<file path="config.mk">
export PLATFORM = sky130hd
export DESIGN_NAME = regfile_writeback_queue
export DESIGN_NICKNAME = d
export VERILOG_FILES = /design/src/rtl/regfile_wb_pkg.sv /design/src/rtl/regfile_wb_fifo.sv /design/src/rtl/regfile_writeback_queue.sv
export SDC_FILE = /design/constraint.sdc
export NUM_CORES = 1
export LEC_CHECK = 0
export ABC_AREA = 1
export BUFFER_PORTS_ARGS = -buffer_cell sky130_fd_sc_hd__buf_2
export CAP_MARGIN = 0
export CORE_ASPECT_RATIO = 0.5
export CORE_UTILIZATION = 35
export DETAILED_ROUTE_END_ITERATION = 8
export PLACE_DENSITY = 0.6
export REMOVE_ABC_BUFFERS = 1
export SLEW_MARGIN = 20
export SYNTH_ARGS = -nofsm -noshare
export SYNTH_HDL_FRONTEND = slang
export SYNTH_SLANG_ARGS = --single-unit
</file>
<file path="constraint.sdc">
create_clock -name clk -period 2.6 [get_ports clk]
set_input_delay 0 -clock clk [delete_from_list [all_inputs] [get_ports clk]]
set_output_delay 0 -clock clk [all_outputs]
set_load 0.03 [all_outputs]
</file>
<file path="src/rtl/regfile_wb_pkg.sv">
// ---------------------------------------------------------------------------
// regfile_wb_pkg
//   Shared types and default sizes for the register-file write-back queue.
//   wb_entry_t : one queued register write {addr, data} at the default widths
//   wb_src_e   : which producer won arbitration this cycle
// ---------------------------------------------------------------------------
package regfile_wb_pkg;

  localparam int WB_DEPTH    = 4;
  localparam int WB_NUM_REGS = 16;
  localparam int WB_ADDR_W   = 5;
  localparam int WB_DATA_W   = 32;

  typedef struct packed {
    logic [WB_ADDR_W-1:0] addr;
    logic [WB_DATA_W-1:0] data;
  } wb_entry_t;

  typedef enum logic {
    SRC_ALU = 1'b0,
    SRC_MEM = 1'b1
  } wb_src_e;

endpackage

</file>
<file path="src/rtl/regfile_wb_fifo.sv">
// ---------------------------------------------------------------------------
// regfile_wb_fifo
//   DEPTH-entry synchronous FIFO. The caller guarantees push only when not
//   full and pop only when not empty. All entries and a per-slot valid vector
//   are exported so the parent can build a pending-destination mask.
// Ports
//   clk, rst_n   clock, asynchronous active-low reset
//   push         write push_data at the tail
//   push_data    entry to enqueue
//   pop          drop the head entry
//   head_data    current head entry (meaningful when count != 0)
//   entries      raw storage, indexed by slot
//   entry_valid  bit i = 1 when slot i holds a queued entry
//   count        occupancy 0..DEPTH (authoritative full/empty)
// ---------------------------------------------------------------------------
module regfile_wb_fifo #(
  parameter int DEPTH = 4,
  parameter int W     = 37
) (
  input  logic                         clk,
  input  logic                         rst_n,
  input  logic                         push,
  input  logic [W-1:0]                 push_data,
  input  logic                         pop,
  output logic [W-1:0]                 head_data,
  output logic [DEPTH-1:0][W-1:0]      entries,
  output logic [DEPTH-1:0]             entry_valid,
  output logic [$clog2(DEPTH):0]       count
);

  localparam int PW = $clog2(DEPTH);
  localparam int CW = PW + 1;

  logic [DEPTH-1:0][W-1:0] mem_q;
  logic [PW-1:0]           wr_ptr_q, wr_ptr_d;
  logic [PW-1:0]           rd_ptr_q, rd_ptr_d;
  logic [CW-1:0]           count_q, count_d;

  // NOTE: storage is deliberately not reset; entry_valid (derived from the
  // reset count/pointers) masks stale contents, and leaving it unreset lets
  // it map onto plain flops or RAM without a reset tree.
  always_ff @(posedge clk) begin
    if (push) mem_q[wr_ptr_q] <= push_data;
  end

  // NOTE: every always_comb output gets a default first so no path leaves it
  // unassigned, which would infer a latch.
  always_comb begin
    wr_ptr_d = wr_ptr_q;
    rd_ptr_d = rd_ptr_q;
    count_d  = count_q;
    if (push) wr_ptr_d = wr_ptr_q + PW'(1);
    if (pop)  rd_ptr_d = rd_ptr_q + PW'(1);
    case ({push, pop})
      2'b10:   count_d = count_q + CW'(1);
      2'b01:   count_d = count_q - CW'(1);
      default: count_d = count_q;
    endcase
  end

  // NOTE: sequential state uses non-blocking assignments so every flop
  // samples pre-edge values regardless of statement order.
  always_ff @(posedge clk or negedge rst_n) begin
    if (!rst_n) begin
      wr_ptr_q <= '0;
      rd_ptr_q <= '0;
      count_q  <= '0;
    end else begin
      wr_ptr_q <= wr_ptr_d;
      rd_ptr_q <= rd_ptr_d;
      count_q  <= count_d;
    end
  end

  // Slot i is live when its distance from the head (mod DEPTH) is below count.
  always_comb begin
    logic [PW-1:0] off;
    off         = '0;
    entry_valid = '0;
    for (int i = 0; i < DEPTH; i++) begin
      off            = PW'(i) - rd_ptr_q;
      entry_valid[i] = ({1'b0, off} < count_q);
    end
  end

  assign head_data = mem_q[rd_ptr_q];
  assign entries   = mem_q;
  assign count     = count_q;

endmodule

</file>
<file path="src/rtl/regfile_writeback_queue.sv">
// ---------------------------------------------------------------------------
// regfile_writeback_queue
//   Write-side driver of the register file. Accepts ALU and load results over
//   valid/ready (load has priority), queues them in order, and issues at most
//   one registered RF write per cycle. Publishes a pending-destination mask so
//   the controller can stall reads of registers with writes still in flight.
// Optional feature
//   WB_R0_DISCARD_EN : requests to register 0 are handshaken but dropped.
// Ports
//   clk, rst_n                    clock, asynchronous active-low reset
//   alu_valid/ready/addr/data     ALU result request
//   mem_valid/ready/addr/data     load result request (wins arbitration)
//   wb_stall                      hold the queue head, no RF write
//   RegWrite, rd, write_data      registered RF write port
//   pending_mask                  bit r set while a queued/issuing write targets r
//   err_addr                      sticky: an accepted request had addr >= NUM_REGS
//   count                         queue occupancy
// ---------------------------------------------------------------------------
module regfile_writeback_queue
  import regfile_wb_pkg::*;
#(
  parameter int DEPTH    = WB_DEPTH,
  parameter int NUM_REGS = WB_NUM_REGS,
  parameter int ADDR_W   = WB_ADDR_W,
  parameter int DATA_W   = WB_DATA_W
) (
  input  logic                      clk,
  input  logic                      rst_n,
  input  logic                      alu_valid,
  output logic                      alu_ready,
  input  logic [ADDR_W-1:0]         alu_addr,
  input  logic [DATA_W-1:0]         alu_data,
  input  logic                      mem_valid,
  output logic                      mem_ready,
  input  logic [ADDR_W-1:0]         mem_addr,
  input  logic [DATA_W-1:0]         mem_data,
  input  logic                      wb_stall,
  output logic                      RegWrite,
  output logic [ADDR_W-1:0]         rd,
  output logic [DATA_W-1:0]         write_data,
  output logic [NUM_REGS-1:0]       pending_mask,
  output logic                      err_addr,
  output logic [$clog2(DEPTH):0]    count
);

  localparam int                CW         = $clog2(DEPTH) + 1;
  localparam int                EW         = ADDR_W + DATA_W;
  localparam logic [CW-1:0]     FULL_CNT   = CW'(DEPTH);
  localparam logic [ADDR_W:0]   NUM_REGS_L = (ADDR_W+1)'(NUM_REGS);

  // One-hot of a destination; illegal addresses match no bit.
  function automatic logic [NUM_REGS-1:0] dest_onehot(input logic [ADDR_W-1:0] a);
    logic [NUM_REGS-1:0] oh;
    oh = '0;
    for (int r = 0; r < NUM_REGS; r++) begin
      if (a == ADDR_W'(r)) oh[r] = 1'b1;
    end
    return oh;
  endfunction

  wb_src_e                  src;
  logic                     full, accept, push, pop;
  logic [ADDR_W-1:0]        acc_addr;
  logic [DATA_W-1:0]        acc_data;
  logic [EW-1:0]            head;
  logic [DEPTH-1:0][EW-1:0] entries;
  logic [DEPTH-1:0]         entry_valid;
  logic [CW-1:0]            fifo_count;

  logic                     reg_write_q, reg_write_d;
  logic [ADDR_W-1:0]        rd_q, rd_d;
  logic [DATA_W-1:0]        write_data_q, write_data_d;
  logic                     err_q, err_d;

  // Ready depends only on registered occupancy, so a full queue refuses a
  // push even in a cycle where it also pops.
  always_comb begin
    full      = (fifo_count == FULL_CNT);
    mem_ready = !full;
    alu_ready = !full && !mem_valid;
    src       = mem_valid ? SRC_MEM : SRC_ALU;
    accept    = !full && (mem_valid || alu_valid);
    acc_addr  = (src == SRC_MEM) ? mem_addr : alu_addr;
    acc_data  = (src == SRC_MEM) ? mem_data : alu_data;
`ifdef WB_R0_DISCARD_EN
    push      = accept && (acc_addr != '0);
`else
    push      = accept;
`endif
    pop       = (fifo_count != '0) && !wb_stall;
  end

  regfile_wb_fifo #(
    .DEPTH (DEPTH),
    .W     (EW)
  ) u_fifo (
    .clk         (clk),
    .rst_n       (rst_n),
    .push        (push),
    .push_data   ({acc_addr, acc_data}),
    .pop         (pop),
    .head_data   (head),
    .entries     (entries),
    .entry_valid (entry_valid),
    .count       (fifo_count)
  );

  // Output stage: a popped head is presented for exactly one cycle; address
  // and data hold when idle.
  always_comb begin
    reg_write_d  = pop;
    rd_d         = rd_q;
    write_data_d = write_data_q;
    if (pop) begin
      rd_d         = head[EW-1:DATA_W];
      write_data_d = head[DATA_W-1:0];
    end
    err_d = err_q || (accept && ({1'b0, acc_addr} >= NUM_REGS_L));
  end

  always_ff @(posedge clk or negedge rst_n) begin
    if (!rst_n) begin
      reg_write_q  <= 1'b0;
      rd_q         <= '0;
      write_data_q <= '0;
      err_q        <= 1'b0;
    end else begin
      reg_write_q  <= reg_write_d;
      rd_q         <= rd_d;
      write_data_q <= write_data_d;
      err_q        <= err_d;
    end
  end

  // Every write not yet captured by the RF: queued entries plus the one
  // currently on the output port.
  always_comb begin
    pending_mask = reg_write_q ? dest_onehot(rd_q) : '0;
    for (int i = 0; i < DEPTH; i++) begin
      if (entry_valid[i]) pending_mask = pending_mask | dest_onehot(entries[i][EW-1:DATA_W]);
    end
  end

  assign RegWrite   = reg_write_q;
  assign rd         = rd_q;
  assign write_data = write_data_q;
  assign err_addr   = err_q;
  assign count      = fifo_count;

endmodule

</file>
# == Word level (Yosys, flattened, before mapping) ==
# Cells that the tools add are included.
# totals
ff_bits,194
latchBits,0
ramBits,0
romBits,0
in_bits,79
memories,0
# classes
add_sub_neg,8
multipliers,0
div,0
n_lt_le_gt_ge,8
eq_ne,78
n_shift,0
n_mux,158
bitwise,4
reduce_logical,17
# ops
operator,count
$eq 5x4->1 const B,40
$bwmux 148,1
$mux 1,145
$eq 5x3->1 const B,20
$mux 16,5
$bmux 37 s2,1
$demux 37 s2,1
$mux 37,2
$or 16x16->16,4
$eq 5x2->1 const B,10
$mux 32,1
$eq 5x1->1 const B,5
$logic_not 5->1,5
$lt 2x3->1,4
$lt 2x3->1 const B,2
$pmux 3 s2,1
$ge 5x5->1 const B,1
$logic_and 1x1->1,5
$mux 5,1
$add 2x1->2 const B,2
$sub 1x2->2 const A,2
$sub 2x2->2 const A,2
$add 3x1->3 const B,1
$eq 3x3->1 const B,1
8 further kinds,11

# == Longest topological paths before layout ==
# Gate-level depths: netlist of the first run.
# depth
ltp_word,11
ltp_mapped,15
mapped_depth_nobuf,12

# == Hierarchy ==
# A second synthesis of the first run with hierarchy kept.
# hier_totals
hier_cells,977
area_unflattened_um2,9769.4
# by_module_without_submodules
module,n_inst,cells_per_inst,area_per_inst_um2,seq_area_each_um2
regfile_wb_fifo,1,429,6663.9,4619.4
regfile_writeback_queue,1,548,3105.5,975.9

# == Least setup slack after synthesis of the first run ==
# No wires, ideal clock.
# synth_timing
path_kind,reg-to-reg
start,"register u_fifo.count_q[1], in the netlist u_fifo.count[1]"
end,"register u_fifo.mem_q, in the netlist u_fifo.entries[0] (enable)"
setup_time_ps,431
arrival_ps,2895
t_required_ps,2169
path_slack_ps,-727
stages_incl_launch_ff,5
n_path_buf,0
synth_period_minus_slack_ps,3327
path_cell_list,dfrtp_1 inv_1 nand3_1 o21ai_2 nor2_1
# synth_via
elab_chain_len,3
# synth_rtl
element,line_no,source
start: declaration,regfile_wb_fifo.sv:37,"logic [CW-1:0] count_q, count_d;"
start signal: assignment,regfile_wb_fifo.sv:71,count_q <= count_d;
$eq 3x3->1,regfile_writeback_queue.sv:78,full = (fifo_count == FULL_CNT);
$logic_not 1->1,n/a,
net mem_ready,regfile_writeback_queue.sv:34,"output logic mem_ready,"
$logic_and 1x1->1,regfile_writeback_queue.sv:82,accept = !full && (mem_valid || alu_valid);
end signal: indexed assignment,regfile_wb_fifo.sv:43,if (push) mem_q[wr_ptr_q] <= push_data;
end: declaration,regfile_wb_fifo.sv:34,logic [DEPTH-1:0][W-1:0] mem_q;
# The timed path passes the listed nets, and every way through them passes these cells.
# A chain may end at the register's enable or synchronous reset.

# == Worst setup path in the final report of the first run ==
# layout_timing
start,"register u_fifo.count_q[1], in the netlist u_fifo.count[1]"
end,output pending_mask[9]
# layout_via
elab_chain_len,8
word_cells_on_any_way,11
classes_between,4 x order compare; 4 x mux; 3 x bitwise
# layout_rtl
element,line_no,source
$lt 2x3->1,regfile_wb_fifo.sv:82,"entry_valid[i] = ({1'b0, off} < count_q);"
$mux 16,regfile_writeback_queue.sv:140,if (entry_valid[i]) pending_mask = pending_mask | dest_onehot(entries[i][EW-1:DATA_W]);
$or 16x16->16,regfile_writeback_queue.sv:140,
$mux 16,regfile_writeback_queue.sv:140,
$or 16x16->16,regfile_writeback_queue.sv:140,
$mux 16,regfile_writeback_queue.sv:140,
$or 16x16->16,regfile_writeback_queue.sv:140,
$mux 16 *,regfile_writeback_queue.sv:140,
end: declaration,regfile_writeback_queue.sv:41,"output logic [NUM_REGS-1:0] pending_mask,"
# Every way passes the cells marked *; elsewhere a longest branch is shown, timed or not.

==> results of run 1 <==
-- metrics by stage --
stage | std cells | util, % | instance area, sq um | power (mW) | TNS (ns)
after CTS | 1470 | 45.41 | 11460 | 12.81 | 0
after floorplan | 867 | - | 8793 | 8.210 | -113.68
after global routing | 1470 | 45.46 | 11470 | 13.57 | 0
after detailed placement | 1364 | 40.12 | 10130 | 10.08 | 0
final | 1470 | 45.46 | 11470 | 12.74 | 0
after global placement | 1364 | 40.12 | 10130 | 10.01 | 0
-- timing repair --
item                       in CTS  in global routing
hold endpoints to repair      164                  0
setup endpoints to repair       5                 16
resized for setup               1                  5
pin swaps                       0                  0
setup buffers                   0                  0
hold buffers                   74                  0
-- cell type report --
class                           instances  area (sq um)  share of cell area, %
Clock buffer                           18         429.2                  3.740
Tap cell                              344         430.4                  3.751
Clock inverter                         14         162.7                  1.418
Timing Repair Buffer                  227          1607                  14.00
Inverter                               82         307.8                  2.682
Sequential cell                       194          5598                  48.78
Multi-Input combinational cell        591          2940                  25.62
-- logic make-up (layout without fill, tap and decap cells) --
| family | Yosys count | count (layout) | share of synthesized area, % |
|---|---|---|---|
| adder cells (fa/ha/maj) | 10 | 10 | 1.474 |
| AND/OR/NAND/NOR | 494 | 494 | 22.87 |
| AO/OA/AOI/OAI | 47 | 47 | 2.878 |
| flip-flops | 194 | 194 | 62.17 |
| multiplexers | 36 | 36 | 4.504 |
| XOR/XNOR | 4 | 4 | 0.3893 |
| buffers and inverters | 116 | 341 | 5.714 |
-- sequential cells by signal, summed over array words and instances, names as in the netlist --
name,count
write_data,32
u_fifo.wr_ptr_q,2
err_addr,1
u_fifo.rd_ptr_q,2
u_fifo.entries,148
u_fifo.count,3
rd,5
RegWrite,1
-- power by group through the flow --
stage	Combinational, mW	Clock [mW]	Sequential [mW]
2_1_floorplan	2.69	0	5.52
3_3_place_gp	5.04	0	4.97
3_5_place_dp	5.08	0	5.00
4_1_cts	5.22	2.65	4.95
5_1_grt	5.75	2.78	5.04
6_report	5.19	2.61	4.94
-- per-layer routing --
metal  vias up  part of all wire (%)
li1       3439                     -
met1      3362                    44
met2       162                    51
met3        29                   3.8
met4         0                   1.6
met5         -                     0
-- worst reg2reg max path, delay by kind of cell, from the launching register on --
kind	cells	cell delay [ns]
and+or+nand+nor	1	0.21
DFF	1	0.39
adders and majority gates	2	0.54
buffers and inverters	2	0.34
AOI/OAI and AO/OA	3	0.36
xor gates and xnor gates	1	0.15
-- worst max path at each step --
| stage | endpoint | slack (ns) | cells past startpoint | start |
|---|---|---|---|---|
| 4_1_cts | pending_mask[6] | 0.04 | 9 | u_fifo.count[1]$_DFFE_PN0P_ |
| 5_1_grt | pending_mask[2] | 0.01 | 13 | u_fifo.rd_ptr_q[0]$_DFFE_PN0P_ |
| 3_3_place_gp | pending_mask[9] | 0.45 | 13 | u_fifo.rd_ptr_q[0]$_DFFE_PN0P_ |
| 2_1_floorplan | u_fifo.entries[0]$_DFFE_PP_ | -0.73 | 4 | u_fifo.count[1]$_DFFE_PN0P_ |
| 3_5_place_dp | pending_mask[8] | 0.39 | 13 | u_fifo.rd_ptr_q[0]$_DFFE_PN0P_ |
| 6_report | pending_mask[9] | 0.24 | 9 | u_fifo.count[1]$_DFFE_PN0P_ |
-- cell usage after synthesis --
cell,instances,share of area [%]
sky130_fd_sc_hd__o21ai_0,19,1.1
sky130_fd_sc_hd__nor2_1,141,5.9
sky130_fd_sc_hd__buf_6,2,0.25
sky130_fd_sc_hd__nand2_2,1,0.070
sky130_fd_sc_hd__buf_2,14,0.78
sky130_fd_sc_hd__xor2_1,3,0.29
sky130_fd_sc_hd__fa_1,1,0.22
sky130_fd_sc_hd__nor3_1,1,0.056
sky130_fd_sc_hd__clkbuf_2,1,0.056
sky130_fd_sc_hd__a21oi_1,2,0.11
sky130_fd_sc_hd__dfrtp_1,46,13
sky130_fd_sc_hd__inv_1,77,3.2
sky130_fd_sc_hd__clkbuf_1,5,0.21
sky130_fd_sc_hd__o21ai_1,22,1.2
sky130_fd_sc_hd__xnor2_1,1,0.097
sky130_fd_sc_hd__or2_2,1,0.070
sky130_fd_sc_hd__o211ai_1,1,0.083
sky130_fd_sc_hd__clkinv_1,2,0.083
sky130_fd_sc_hd__nand2_1,239,10
sky130_fd_sc_hd__ha_1,9,1.3
sky130_fd_sc_hd__buf_4,12,1.0
sky130_fd_sc_hd__o21ai_2,1,0.097
sky130_fd_sc_hd__nand3_1,72,4.0
sky130_fd_sc_hd__inv_2,3,0.13
sky130_fd_sc_hd__a31oi_1,1,0.070
sky130_fd_sc_hd__nor2_4,2,0.25
sky130_fd_sc_hd__nand4_1,37,2.6
sky130_fd_sc_hd__edfxtp_1,148,49
sky130_fd_sc_hd__mux2_2,36,4.5
sky130_fd_sc_hd__a31oi_4,1,0.24
==> impl_summary.log, run 1 <==
[metrics] result of the run: complete, no violations
[metrics] power density over cell area: 1110 nW/um^2
[metrics] Critical Path Start Type: register
[metrics] # IOs: 139
[metrics] unique cell type count in the Yosys netlist: 30
[metrics] maximum number of pins on one net before global-route repair: 79
[metrics] Max Clock Freq: 424.4 MHz
[metrics] number of flip-flops and latches in the synthesized netlist: 194
[metrics] met2 Use GR: 31.35%
[metrics] via count of the first global-routing pass: 6,769
[metrics] minimum period implied by the final worst setup slack: 2.356 ns
[metrics] htree depth: 4
[metrics] Comb pwr share: 40.7%
[metrics] overflow left after global routing: 0
[metrics] Post-Syn Area per Cell: 9.989 sq um
[metrics] Hold Path Class: in -> async
[metrics] most used routing layer in global routing: met2
[metrics] Clock Path Buffers: 2
[metrics] wire length of the first global-routing pass: 35.67 mm
[metrics] initial DRC count: 516
[metrics] count of antenna diodes in the layout: 0
[metrics] post-synthesis to final-layout area growth: 27.50%
[metrics] critical path buffer and inverter count: 2
[metrics] final worst clock skew: 0.01006 ns
[metrics] chain of cells forming the critical path: inv_1, ha_1, nor2_1, nand2_1, nand2_2, nor2_1, nor2_1, nand3_1, buf_2
[metrics] Least-Margin Pin Slew: 0.8401 ns
[metrics] worst-case reg-to-reg path depth: 9
[metrics] Clk Tree Root Cell: sky130_fd_sc_hd__clkbuf_16
[metrics] endpoint of the lowest-slack register-to-register path: u_fifo.count[2]$_DFFE_PN0P_
[metrics] Top delay family on crit path: simple AND/OR/NAND/NOR gates
[metrics] count of max-cap constraint violations: 0
[metrics] count of synthesis-stage warnings from yosys: 0
[metrics] height of the die: 115.4 um
[metrics] clock buffers created by TritonCTS: 17
[metrics] effective utilization at floorplan: 35.66%
[metrics] critical path data required time: 2.60 ns
[metrics] proportion of total power due to net switching: 41.34%
[metrics] final routed wirelength across all metal layers: 22.72 mm
[metrics] Critical Path End Type: primary output
[metrics] routability congestion estimate: 0.9173
[metrics] unrepaired setup endpoints after global routing: no
[metrics] Worst R2R Setup Slack: 0.50 ns
[metrics] die area: 26,400 sq um
[metrics] Max rail drop VDD: 0.0005317 V
[metrics] leading cell type in the layout, fill and taps excluded: sky130_fd_sc_hd__nand2_1
[metrics] clock-pin slew on the worst setup and hold paths: 0.07 ns
[metrics] fraction of the cycle the final worst path needs: 90.62%
[metrics] number of nets in the layout: 1,202
[metrics] number of vias after detailed routing: 6,992
[metrics] die width: 228.8 um
[metrics] clock tree from TritonCTS: yes
[metrics] I/O Buffers: 138
[metrics] R2R Path Start: u_fifo.count[1]$_DFFE_PN0P_
[metrics] Switch Pwr: 5.265 mW
[metrics] gr usage total: 17.51%
[metrics] filler instances: 2,388
[metrics] least setup slack across all paths after layout: 0.2439 ns
[metrics] count of nets left with antenna violations after detail routing: 0
[metrics] data arrival time at the worst-slack endpoint: 2.36 ns
[metrics] final hold violations: 0
[metrics] setup violation total in the final timing report: 0
[metrics] relative contribution of sequential cells to total power: 38.8%
[metrics] total count of max-transition violations in the final report: 0
[metrics] met3 Track Usage GR: 2.877%
[metrics] insertion delay to the later sink of the worst-skew pair: 0.42 ns
[metrics] antenna violations before repair: 0
[metrics] share of the yosys chip area belonging to registers: 62.17%
[metrics] cell repeated most along the worst path: sky130_fd_sc_hd__nor2_1
[metrics] leakage power: 4.710 nW
[metrics] wire per inst: 15.46 um
[metrics] worst-path maximum fanout: 16
[metrics] Largest stage delay, worst path: 0.39 ns
[metrics] remaining routing DRC violations: 0
[metrics] worst slack at placement: 0.3950 ns
[metrics] via/cell ratio: 4.756
[metrics] Detailed Routing Iterations Pass 1: 7
[metrics] Worst Hold Margin: 0.07694 ns
[metrics] fraction of final layout cells sized beyond drive strength 1: 21.05%
[metrics] detailed placer's ending HPWL: 14.69 mm
[metrics] Syn Inst Count: 901
[metrics] Netlist Area Pre-Place: 9000 sq um
[metrics] number of standard-cell rows in the floorplan: 41
[metrics] Internal Pwr Total: 7.472 mW
[metrics] number of sinks on the clock net: 194
[metrics] met1 GRT Util: 21.97%
[metrics] floorplan core area: 25,240 sq um
[metrics] classification of the worst setup path: reg -> out
[metrics] share of power burned in the clock network: 20.5%
[metrics] slew margin rel.: 43.99%
[metrics] Max stage delay cell, worst path: sky130_fd_sc_hd__dfrtp_1
[metrics] leading cell types in the layout, fill and taps excluded: sky130_fd_sc_hd__nand2_1 (237), sky130_fd_sc_hd__edfxtp_1 (148), sky130_fd_sc_hd__buf_2 (138), sky130_fd_sc_hd__nor2_1 (135), sky130_fd_sc_hd__inv_1 (77)
(Power assumes the default switching activity.)
==> run 2, diff against run 1 <==
Settings changed: CORE_UTILIZATION 35 to 51, PLACE_DENSITY 0.6 to 0.8.
Clock period 2.6 ns to 1.9 ns, I/O delays scaled along.
==> run 2 against run 1 <==
Net effect: the run now ends with negative setup slack left; global-route usage increased by 9.4 points; clock skew increased by 0.0073 ns; clock power increased by 51%; routed wire length increased by 4.0%; via count increased by 4.3%; flip-flop and latch count unchanged; combinational power increased by 67%; clock-buffer cell count unchanged; sequential share of layout area decreased by 1.9 points; register-to-register slack got worse by 0.44 ns.
==> impl_summary.log, run 2 (same netlist as run 1, synthesis figures left out) <==
[metrics] Worst R2R Setup Slack: 0.06 ns
[metrics] critical path data required time: 1.90 ns
[metrics] power density over cell area: 1620 nW/um^2
[metrics] leading cell type in the layout, fill and taps excluded: sky130_fd_sc_hd__nand2_1
[metrics] clock buffers created by TritonCTS: 17
[metrics] count of max-cap constraint violations: 0
[metrics] total count of max-transition violations in the final report: 0
[metrics] Detailed Routing Iterations Pass 1: 5
[metrics] leading cell types in the layout, fill and taps excluded: sky130_fd_sc_hd__nand2_1 (233), sky130_fd_sc_hd__edfxtp_1 (148), sky130_fd_sc_hd__buf_2 (122), sky130_fd_sc_hd__nor2_1 (116), sky130_fd_sc_hd__dlygate4sd3_1 (74)
[metrics] # IOs: 139
[metrics] Critical Path Start Type: register
[metrics] number of nets in the layout: 1,223
[metrics] final routed wirelength across all metal layers: 23.64 mm
[metrics] overflow left after global routing: 0
[metrics] I/O Buffers: 138
[metrics] Clock Path Buffers: 2
[metrics] Max rail drop VDD: 0.0008954 V
[metrics] via/cell ratio: 5.307
[metrics] initial DRC count: 688
[metrics] Clk Tree Root Cell: sky130_fd_sc_hd__clkbuf_16
[metrics] minimum period implied by the final worst setup slack: 2.300 ns
[metrics] gr usage total: 26.89%
[metrics] final worst clock skew: 0.01739 ns
[metrics] fraction of final layout cells sized beyond drive strength 1: 26.16%
[metrics] wire length of the first global-routing pass: 36.49 mm
[metrics] post-synthesis to final-layout area growth: 32.71%
[metrics] overall power of the completed layout: 19.35 mW
[metrics] effective utilization at floorplan: 53.56%
[metrics] worst-path maximum fanout: 7
[metrics] remaining routing DRC violations: 0
[metrics] count of nets left with antenna violations after detail routing: 0
[metrics] Max Clock Freq: 434.8 MHz
[metrics] number of sinks on the clock net: 194
[metrics] floorplan core area: 16,800 sq um
[metrics] filler instances: 1,090
[metrics] htree depth: 4
[metrics] Hold Path Class: in -> async
[metrics] clock tree from TritonCTS: yes
[metrics] final standard cell utilization of the core: 71.07%
[metrics] die width: 189.9 um
[metrics] Least-Margin Pin Slew: 0.6063 ns
[metrics] die area: 18,210 sq um
[metrics] leakage power: 4.951 nW
[metrics] Inst Count DP: 1,260
[metrics] via count of the first global-routing pass: 7,117
[metrics] count of antenna diodes in the layout: 0
[metrics] slew margin rel.: 59.15%
[metrics] maximum number of pins on one net before global-route repair: 79
[metrics] number of standard-cell rows in the floorplan: 33
[metrics] data arrival time at the worst-slack endpoint: 2.30 ns
[metrics] setup violation total in the final timing report: 16
[metrics] number of vias after detailed routing: 7,292
[metrics] clock-pin slew on the worst setup and hold paths: 0.08 ns
[metrics] fraction of the cycle the final worst path needs: 121.0%
[metrics] antenna violations before repair: 0
[metrics] number of flip-flops under the largest register name: 148
[metrics] result of the run: finished, violations left
[metrics] classification of the worst setup path: reg -> out
[metrics] least setup slack across all paths after layout: -0.3999 ns
[metrics] worst-case reg-to-reg path depth: 9
[metrics] detailed placer's ending HPWL: 14.16 mm
[metrics] Critical Path End Type: primary output
[metrics] wire per inst: 17.20 um
[metrics] routability congestion estimate: 0.9918
[metrics] final hold violations: 0
[metrics] unrepaired setup endpoints after global routing: yes
[metrics] violations in the final reports: negative setup slack
[metrics] post-layout instance count excluding filler cells: 1,374
[metrics] height of the die: 95.94 um
[metrics] insertion delay to the later sink of the worst-skew pair: 0.43 ns
run 2: path summary, 6_finish.rpt:
check                                          startpoint                              to
setup / recovery           u_fifo.rd_ptr_q[1]$_DFFE_PN0P_                pending_mask[10]
hold / removal                                      rst_n       write_data[0]$_DFFE_PN0P_
setup reg to reg              u_fifo.count[1]$_DFFE_PN0P_     u_fifo.count[2]$_DFFE_PN0P_
hold reg to reg                        err_addr$_DFF_PN0_              err_addr$_DFF_PN0_
max in group asynchronous                           rst_n  u_fifo.rd_ptr_q[1]$_DFFE_PN0P_
min in group clk                              mem_addr[4]   u_fifo.entries[110]$_DFFE_PP_
run 2: layer usage:
| metal | routed length, um | part of all wire (%) | vias to the layer above | track usage [%] |
|---|---|---|---|---|
| met5 | 0 | 0 | - | 0 |
| met4 | 586 | 2.5 | 0 | 10.69 |
| met3 | 1371 | 5.8 | 49 | 4.521 |
| met2 | 12160 | 51 | 291 | 48.36 |
| met1 | 9516 | 40 | 3464 | 32.87 |
| li1 | - | - | 3488 | - |
run 2: worst max-delay path: stages, from the launching register on:
cell	delay (ns)
sky130_fd_sc_hd__dfrtp_2	0.45
sky130_fd_sc_hd__nand2_2	0.09
sky130_fd_sc_hd__inv_2	0.05
sky130_fd_sc_hd__nor2_4	0.11
sky130_fd_sc_hd__inv_2	0.06
sky130_fd_sc_hd__ha_4	0.26
sky130_fd_sc_hd__inv_2	0.03
sky130_fd_sc_hd__nor2_2	0.10
sky130_fd_sc_hd__nand2_2	0.07
sky130_fd_sc_hd__nand2_4	0.12
sky130_fd_sc_hd__buf_12	0.14
sky130_fd_sc_hd__nor2_4	0.03
sky130_fd_sc_hd__nor2_2	0.12
sky130_fd_sc_hd__nand3_2	0.09
sky130_fd_sc_hd__buf_6	0.15
run 2: repair_timing:
item                       4_1_cts  5_1_grt
setup endpoints to repair       17       45
gates resized for setup         59       39
hold endpoints to repair       185        0
cloned                           2        0
hold buffers                    74        0
pin swaps                       16       24
setup buffers                    3        3
run 2: layout make-up:
type | count | area, sq um | area share, %
Multi-Input combinational cell | 592 | 3137 | 26.26
Inverter | 82 | 310.3 | 2.598
Clock inverter | 14 | 222.7 | 1.865
Tap cell | 227 | 284.0 | 2.378
Sequential cell | 194 | 5598 | 46.87
Clock buffer | 18 | 429.2 | 3.593
Timing Repair Buffer | 247 | 1963 | 16.44
run 2: report_power, final:
part           switching (mW)  internal (mW)
clock network            1.56           2.36
logic                    5.64           3.01
registers               0.655           6.12
total                    7.86           11.5
run 2: metrics by stage:
| step | hold slack (ns) | cell area, sq um | worst slack (ns) | TNS [ns] |
|---|---|---|---|---|
| 4_1_cts | 0.08148 | 11790 | -0.4100 | -6.193 |
| 6_report | 0.08213 | 11940 | -0.3999 | -5.924 |
| 2_1_floorplan | -0.2956 | 8793 | -1.427 | -239.69 |
| 3_3_place_gp | -0.007354 | 10150 | 0.001493 | 0 |
| 5_1_grt | 0.1068 | 11940 | -0.4815 | -7.385 |
| 3_5_place_dp | 0.0002393 | 10150 | -0.06209 | -0.5671 |
